$ cat src/rtl/uart_tx_buffered.sv
// Buffered 8N1 UART transmitter: bytes pushed into a small FIFO are serialised on PinTX
// back-to-back, CLKS_PER_BIT clocks per bit, with no idle gap between queued frames.
module uart_tx_buffered #(
    parameter int CLKS_PER_BIT = 50,
    parameter int FIFO_DEPTH   = 16,
    parameter int ADDR_W       = 4
) (
    input  logic              clk,
    input  logic              rst_n,
    input  logic              wr_en,
    input  logic [7:0]        wr_data,
    output logic              full,
    output logic              empty,
    output logic [ADDR_W:0]   level,
    output logic              overflow,
    output logic              PinTX,
    output logic              busy,
    output logic              tx_done
);

    localparam int BAUD_W = (CLKS_PER_BIT > 1) ? $clog2(CLKS_PER_BIT) : 1;
    localparam logic [BAUD_W-1:0] BAUD_LAST = BAUD_W'(CLKS_PER_BIT - 1);
    localparam logic [ADDR_W:0]   DEPTH_CNT = (ADDR_W + 1)'(FIFO_DEPTH);

    typedef enum logic [1:0] {
        IDLE,
        START,
        DATA,
        STOP
    } TxState;

    logic [7:0]        mem [FIFO_DEPTH];
    logic [ADDR_W-1:0] wrPtr;
    logic [ADDR_W-1:0] rdPtr;
    logic [ADDR_W:0]   count;
    logic              pushOk;
    logic              popReq;
    logic [7:0]        headByte;

    TxState            state;
    TxState            stateNext;
    logic [BAUD_W-1:0] baudCnt;
    logic [BAUD_W-1:0] baudNext;
    logic [2:0]        bitIdx;
    logic [2:0]        bitNext;
    logic [7:0]        shiftReg;
    logic [7:0]        shiftNext;
    logic              txNext;
    logic              doneNext;

    // Flags come straight from the count register, so a push is judged on the
    // occupancy at the start of the cycle and a simultaneous pop cannot make room.
    assign full     = (count == DEPTH_CNT);
    assign empty    = (count == '0);
    assign level    = count;
    assign busy     = (state != IDLE);
    assign pushOk   = wr_en && !full;
    assign headByte = mem[rdPtr];

    always_ff @(posedge clk) begin
        if (pushOk) begin
            mem[wrPtr] <= wr_data;
        end
    end

    always_ff @(posedge clk or negedge rst_n) begin
        if (!rst_n) begin
            wrPtr    <= '0;
            rdPtr    <= '0;
            count    <= '0;
            overflow <= 1'b0;
        end else begin
            overflow <= wr_en && full;
            if (pushOk) begin
                wrPtr <= wrPtr + ADDR_W'(1);
            end
            if (popReq) begin
                rdPtr <= rdPtr + ADDR_W'(1);
            end
            unique case ({pushOk, popReq})
                2'b10:   count <= count + (ADDR_W + 1)'(1);
                2'b01:   count <= count - (ADDR_W + 1)'(1);
                default: count <= count;
            endcase
        end
    end

    always_ff @(posedge clk or negedge rst_n) begin
        if (!rst_n) begin
            state    <= IDLE;
            baudCnt  <= '0;
            bitIdx   <= '0;
            shiftReg <= '0;
            PinTX    <= 1'b1;
            tx_done  <= 1'b0;
        end else begin
            state    <= stateNext;
            baudCnt  <= baudNext;
            bitIdx   <= bitNext;
            shiftReg <= shiftNext;
            PinTX    <= txNext;
            tx_done  <= doneNext;
        end
    end

    // The line value is computed one cycle ahead so PinTX itself is a flop output.
    always_comb begin
        stateNext = state;
        baudNext  = baudCnt + BAUD_W'(1);
        bitNext   = bitIdx;
        shiftNext = shiftReg;
        txNext    = PinTX;
        doneNext  = 1'b0;
        popReq    = 1'b0;

        unique case (state)
            IDLE: begin
                baudNext = '0;
                txNext   = 1'b1;
                if (!empty) begin
                    popReq    = 1'b1;
                    shiftNext = headByte;
                    txNext    = 1'b0;
                    stateNext = START;
                end
            end
            START: begin
                if (baudCnt == BAUD_LAST) begin
                    baudNext  = '0;
                    bitNext   = '0;
                    txNext    = shiftReg[0];
                    stateNext = DATA;
                end
            end
            DATA: begin
                if (baudCnt == BAUD_LAST) begin
                    baudNext = '0;
                    if (bitIdx == 3'd7) begin
                        txNext    = 1'b1;
                        stateNext = STOP;
                    end else begin
                        shiftNext = {1'b0, shiftReg[7:1]};
                        txNext    = shiftReg[1];
                        bitNext   = bitIdx + 3'd1;
                    end
                end
            end
            STOP: begin
                if (baudCnt == BAUD_LAST) begin
                    baudNext = '0;
                    doneNext = 1'b1;
                    // Chaining straight into the next start bit keeps frames contiguous.
                    if (!empty) begin
                        popReq    = 1'b1;
                        shiftNext = headByte;
                        txNext    = 1'b0;
                        stateNext = START;
                    end else begin
                        stateNext = IDLE;
                    end
                end
            end
            default: begin
                stateNext = IDLE;
                txNext    = 1'b1;
            end
        endcase
    end

endmodule

$ cat config.mk
export PLATFORM = sky130hd
export DESIGN_NAME = uart_tx_buffered
export DESIGN_NICKNAME = d
export VERILOG_FILES = /design/src/rtl/uart_tx_buffered.sv
export SDC_FILE = /design/constraint.sdc
export NUM_CORES = 1
export LEC_CHECK = 0
export ABC_CLOCK_PERIOD_IN_PS = 5200
export BUFFER_PORTS_ARGS = -buffer_cell sky130_fd_sc_hd__buf_2
export CAP_MARGIN = 5
export CORE_MARGIN = 10
export CORE_UTILIZATION = 65
export CTS_CLUSTER_DIAMETER = 50
export DETAILED_ROUTE_END_ITERATION = 7
export MAX_ROUTING_LAYER = met4
export PLACE_DENSITY = 0.92
export SETUP_SLACK_MARGIN = 0.4
export SKIP_CTS_REPAIR_TIMING = 1
export SYNTH_ARGS = -nofsm -noshare
export SYNTH_HDL_FRONTEND = slang
export SYNTH_SLANG_ARGS = --single-unit
$ cat constraint.sdc
create_clock -name clk -period 5.2 [get_ports clk]
set_input_delay 1.04 -clock clk [delete_from_list [all_inputs] [get_ports clk]]
set_output_delay 1.04 -clock clk [all_outputs]
set_load 0.02 [all_outputs]
==> impl_metrics.csv <==
group,metric,value,unit
clock_tree,ctsHtreeMaxLevel,4,
die,initial_core_util,0.666,
logic_synthesis,ys.flop_type,"edfxtp_1",
logic_synthesis,syn-num-nets,445,
finish,antennaDiodeCount,0,
global_route,globalRouteTotalUtil,0.200,
power_and_ir_drop,p_leak,2.76,nW
logic_synthesis,ys_warn_count,0,
power_and_ir_drop,p_per_area,585,nW/um^2
sta,rsz0062_at_grt,"no",
setup_path,crit_required,5.65,ns
detailed_routing,num_vias,3720,
sta,post-route-period-util,0.610,
hold_path,whs_path_depth,1,
detailed_routing,drcViolationCount,0,
sta,tightestPinTransition,1.30,ns
setup_path,worstPathMaxFanout,8,
setup_path,cp_common_cell,"ha_1",
clock_tree,clk_pin_slew,0.06,ns
sta,whs,0.524,ns
clock_tree,cts.sinks,163,
die,core-area,10300,sq um
setup_path,crit_chain,"inv_1 -> ha_1 -> and4b_1 -> a31oi_1 -> nor3_2 -> ha_1 -> xor2_1 -> ha_1 -> inv_1 -> o21ai_0 -> a21o_1 -> a221oi_1 -> xor2_1",
detailed_routing,wl_met2,7.28,mm
detailed_routing,via_per_inst,6.32,
flow_run,cap_violations,0,
detailed_routing,top_layer,"met4",
sta,fin_crit,3.17,ns
detailed_routing,ant_nets,0,
setup_path,reg2reg_to,"level[4]$_DFFE_PN0P_",
die,rows,37,
logic_synthesis,ys_ff_latch,163,
sta,slew_headroom,0.124,
setup_path,arrival,3.62,ns
logic_synthesis,mappedNetlistArea,6880,sq um
placed_design,io_buffers,21,
logic_synthesis,yosysSeqAreaShare,0.687,
finish,syn2layout_area_growth,11.0,%
placed_design,post-place-ws,2.00,ns
detailed_routing,wl_met3,854,um
detailed_routing,wire_per_inst,23.5,um
detailed_routing,drt-pass1-iter-count,7,
logic_synthesis,yosysTopAreaCellShare,0.559,
clock_tree,worstSkewPairLatency,0.53,ns
finish,layout-drive-gt1-share,0.196,
die,dieArea,15100,sq um
logic_synthesis,synth-edff-count,128,
logic_synthesis,synth_top_cells_by_count,"edfxtp_1, nor2_1, dfrtp_1",
run_status,status,"finished, final reports clean",
logic_synthesis,synth_area_leaders,"edfxtp_1, dfrtp_1, mux4_2",
clock_tree,cts_buffer_depth,2,
logic_synthesis,syn_avg_cell_area,16.5,sq um
sta,fin_skew,0.00824,ns
sta,fin_tns_setup,0,ns
setup_path,reg2regPathDepth,13,
placed_design,hpwlAfterDp,8.13,mm
logic_synthesis,ys_async_sr_fraction,0.215,
sta,slew_viol_final,0,
detailed_routing,wl_met1,5.32,mm
hold_path,hold_end,"baudCnt[0]$_DFF_PN0_",
clock_tree,cts_tree,"built",
setup_path,startpoint_type,"flop",
setup_path,slowest_stage,"a221oi_1",
power_and_ir_drop,finalPower,4.46,mW
logic_synthesis,post-synth-top-area-cell,"edfxtp_1",
setup_path,crit_path_end_kind,"flop",
power_and_ir_drop,vdd_drop_max,0.000355,V
hold_path,hp-start,"baudCnt[0]$_DFF_PN0_",
global_route,grt_pass1_vias,3861,
clock_tree,cts-root-buf,"clkbuf_8",
die,die_w,123,um
die,die_y,123,um
sta,fmax,315,MHz
logic_synthesis,synth.most_common_cell,"edfxtp_1",
setup_path,cpLargestDelayFamily,"compound AO/OA/AOI/OAI gates",
clock_tree,cts-buffers-inserted,17,
detailed_routing,drtIter0Drc,462,
hold_path,worstHoldPathType,"reg2reg",
global_route,antenna_found_initial,0,
sta,final_hold_viol_count,0,
logic_synthesis,syn_inst,416,
logic_synthesis,yosysUniqueCellTypes,48,
global_route,grt_max_degree,36,
setup_path,critPathKind,"reg2reg",
global_route,gr-total-overflow,0,
setup_path,worstReg2RegStart,"baudCnt[1]$_DFF_PN0_",
setup_path,r2r_setup_slack,2.03,ns
finish,fillCellCount,594,
global_route,grt_first_pass_wirelength,21.4,mm
sta,setup_viol,0,
placed_design,gp_congestion,0.779,
die,ios,22,
detailed_routing,routed_wirelength,13.8,mm
setup_path,crit_buf_inv,2,
finish,final_nets,469,
sta,fin_ws,2.03,ns
setup_path,slowest_delay,0.45,ns
[power breakdown]
part	total [mW]	internal, mW	switching [mW]
Clock	1.23	0.735	0.494
Combinational	1.43	0.594	0.840
Sequential	1.80	1.64	0.161
[cells in the final DEF, fill, tap and decap left out, drive strengths merged, types with 2 or more instances in the layout]
cell,synthesis,layout
bufinv,0,3
clkinvlp,0,3
dfrtp,34,34
edfxtp,128,128
and2,3,3
nand2,26,26
nand3,2,2
inv,12,15
a22oi,16,16
a22o,3,3
mux2,3,3
a21oi,22,22
nor2,36,36
o21ai,13,13
buf,15,23
clkbuf,5,23
nand4,2,2
a31oi,2,2
nand2b,3,3
xnor2,8,8
mux4,32,32
xor2,8,8
nor3,6,6
clkinv,0,2
ha,18,18
o31ai,2,2
nor2b,3,3
a21o,3,3
[area by class of cell]
class	instances	area, sq um	area share
Sequential cell	163	4720	0.619
Multi-Input combinational cell	221	1980	0.259
Clock buffer	21	429	0.0563
Tap cell	136	170	0.0223
Clock inverter	11	151	0.0198
Timing Repair Buffer	25	133	0.0174
Inverter	12	45.0	0.00590
[registers in the layout (all words and copies together), names as in the netlist]
register	cells
state	2
tx_done	1
level	5
rdPtr	4
bitIdx	3
mem	128
overflow	1
baudCnt	6
shiftReg	8
wrPtr	4
PinTX	1
[layer usage]
layer,track usage,vias up
met5,-,-
met4,0.0839,0
met3,0.0546,27
met2,0.324,165
met1,0.230,1875
li1,-,1653
[worst max-delay path by stage]
stage                      endpoint  slack, ns                  from  cells after the start
2_1_floorplan  level[4]$_DFFE_PN0P_       2.15  level[1]$_DFFE_PN0P_                     13
3_3_place_gp   level[4]$_DFFE_PN0P_       2.13                 wr_en                     11
3_5_place_dp   level[4]$_DFFE_PN0P_       2.00                 wr_en                     11
4_1_cts        level[4]$_DFFE_PN0P_       2.09  baudCnt[1]$_DFF_PN0_                     13
5_1_grt        level[4]$_DFFE_PN0P_       1.80  baudCnt[1]$_DFF_PN0_                     13
6_report       level[4]$_DFFE_PN0P_       2.03  baudCnt[1]$_DFF_PN0_                     13
[cell families after synthesis]
group / Yosys count / synth area share
adder cells (fa/ha/maj): 18 / 0.0328
XOR/XNOR: 16 / 0.0204
AO/OA/AOI/OAI: 67 / 0.0641
multiplexers: 35 / 0.114
AND/OR/NAND/NOR: 85 / 0.0564
buffers and inverters: 32 / 0.0257
flip-flops: 163 / 0.687
[through the flow]
stage | util | std cells | instance area (sq um)
floorplan | - | 416 | 6880
detailed placement | 0.681 | 555 | 7040
global route | 0.739 | 589 | 7630
finish | 0.739 | 589 | 7630
global placement | 0.681 | 555 | 7040
CTS | 0.738 | 587 | 7620
(Power assumes the default switching activity.)
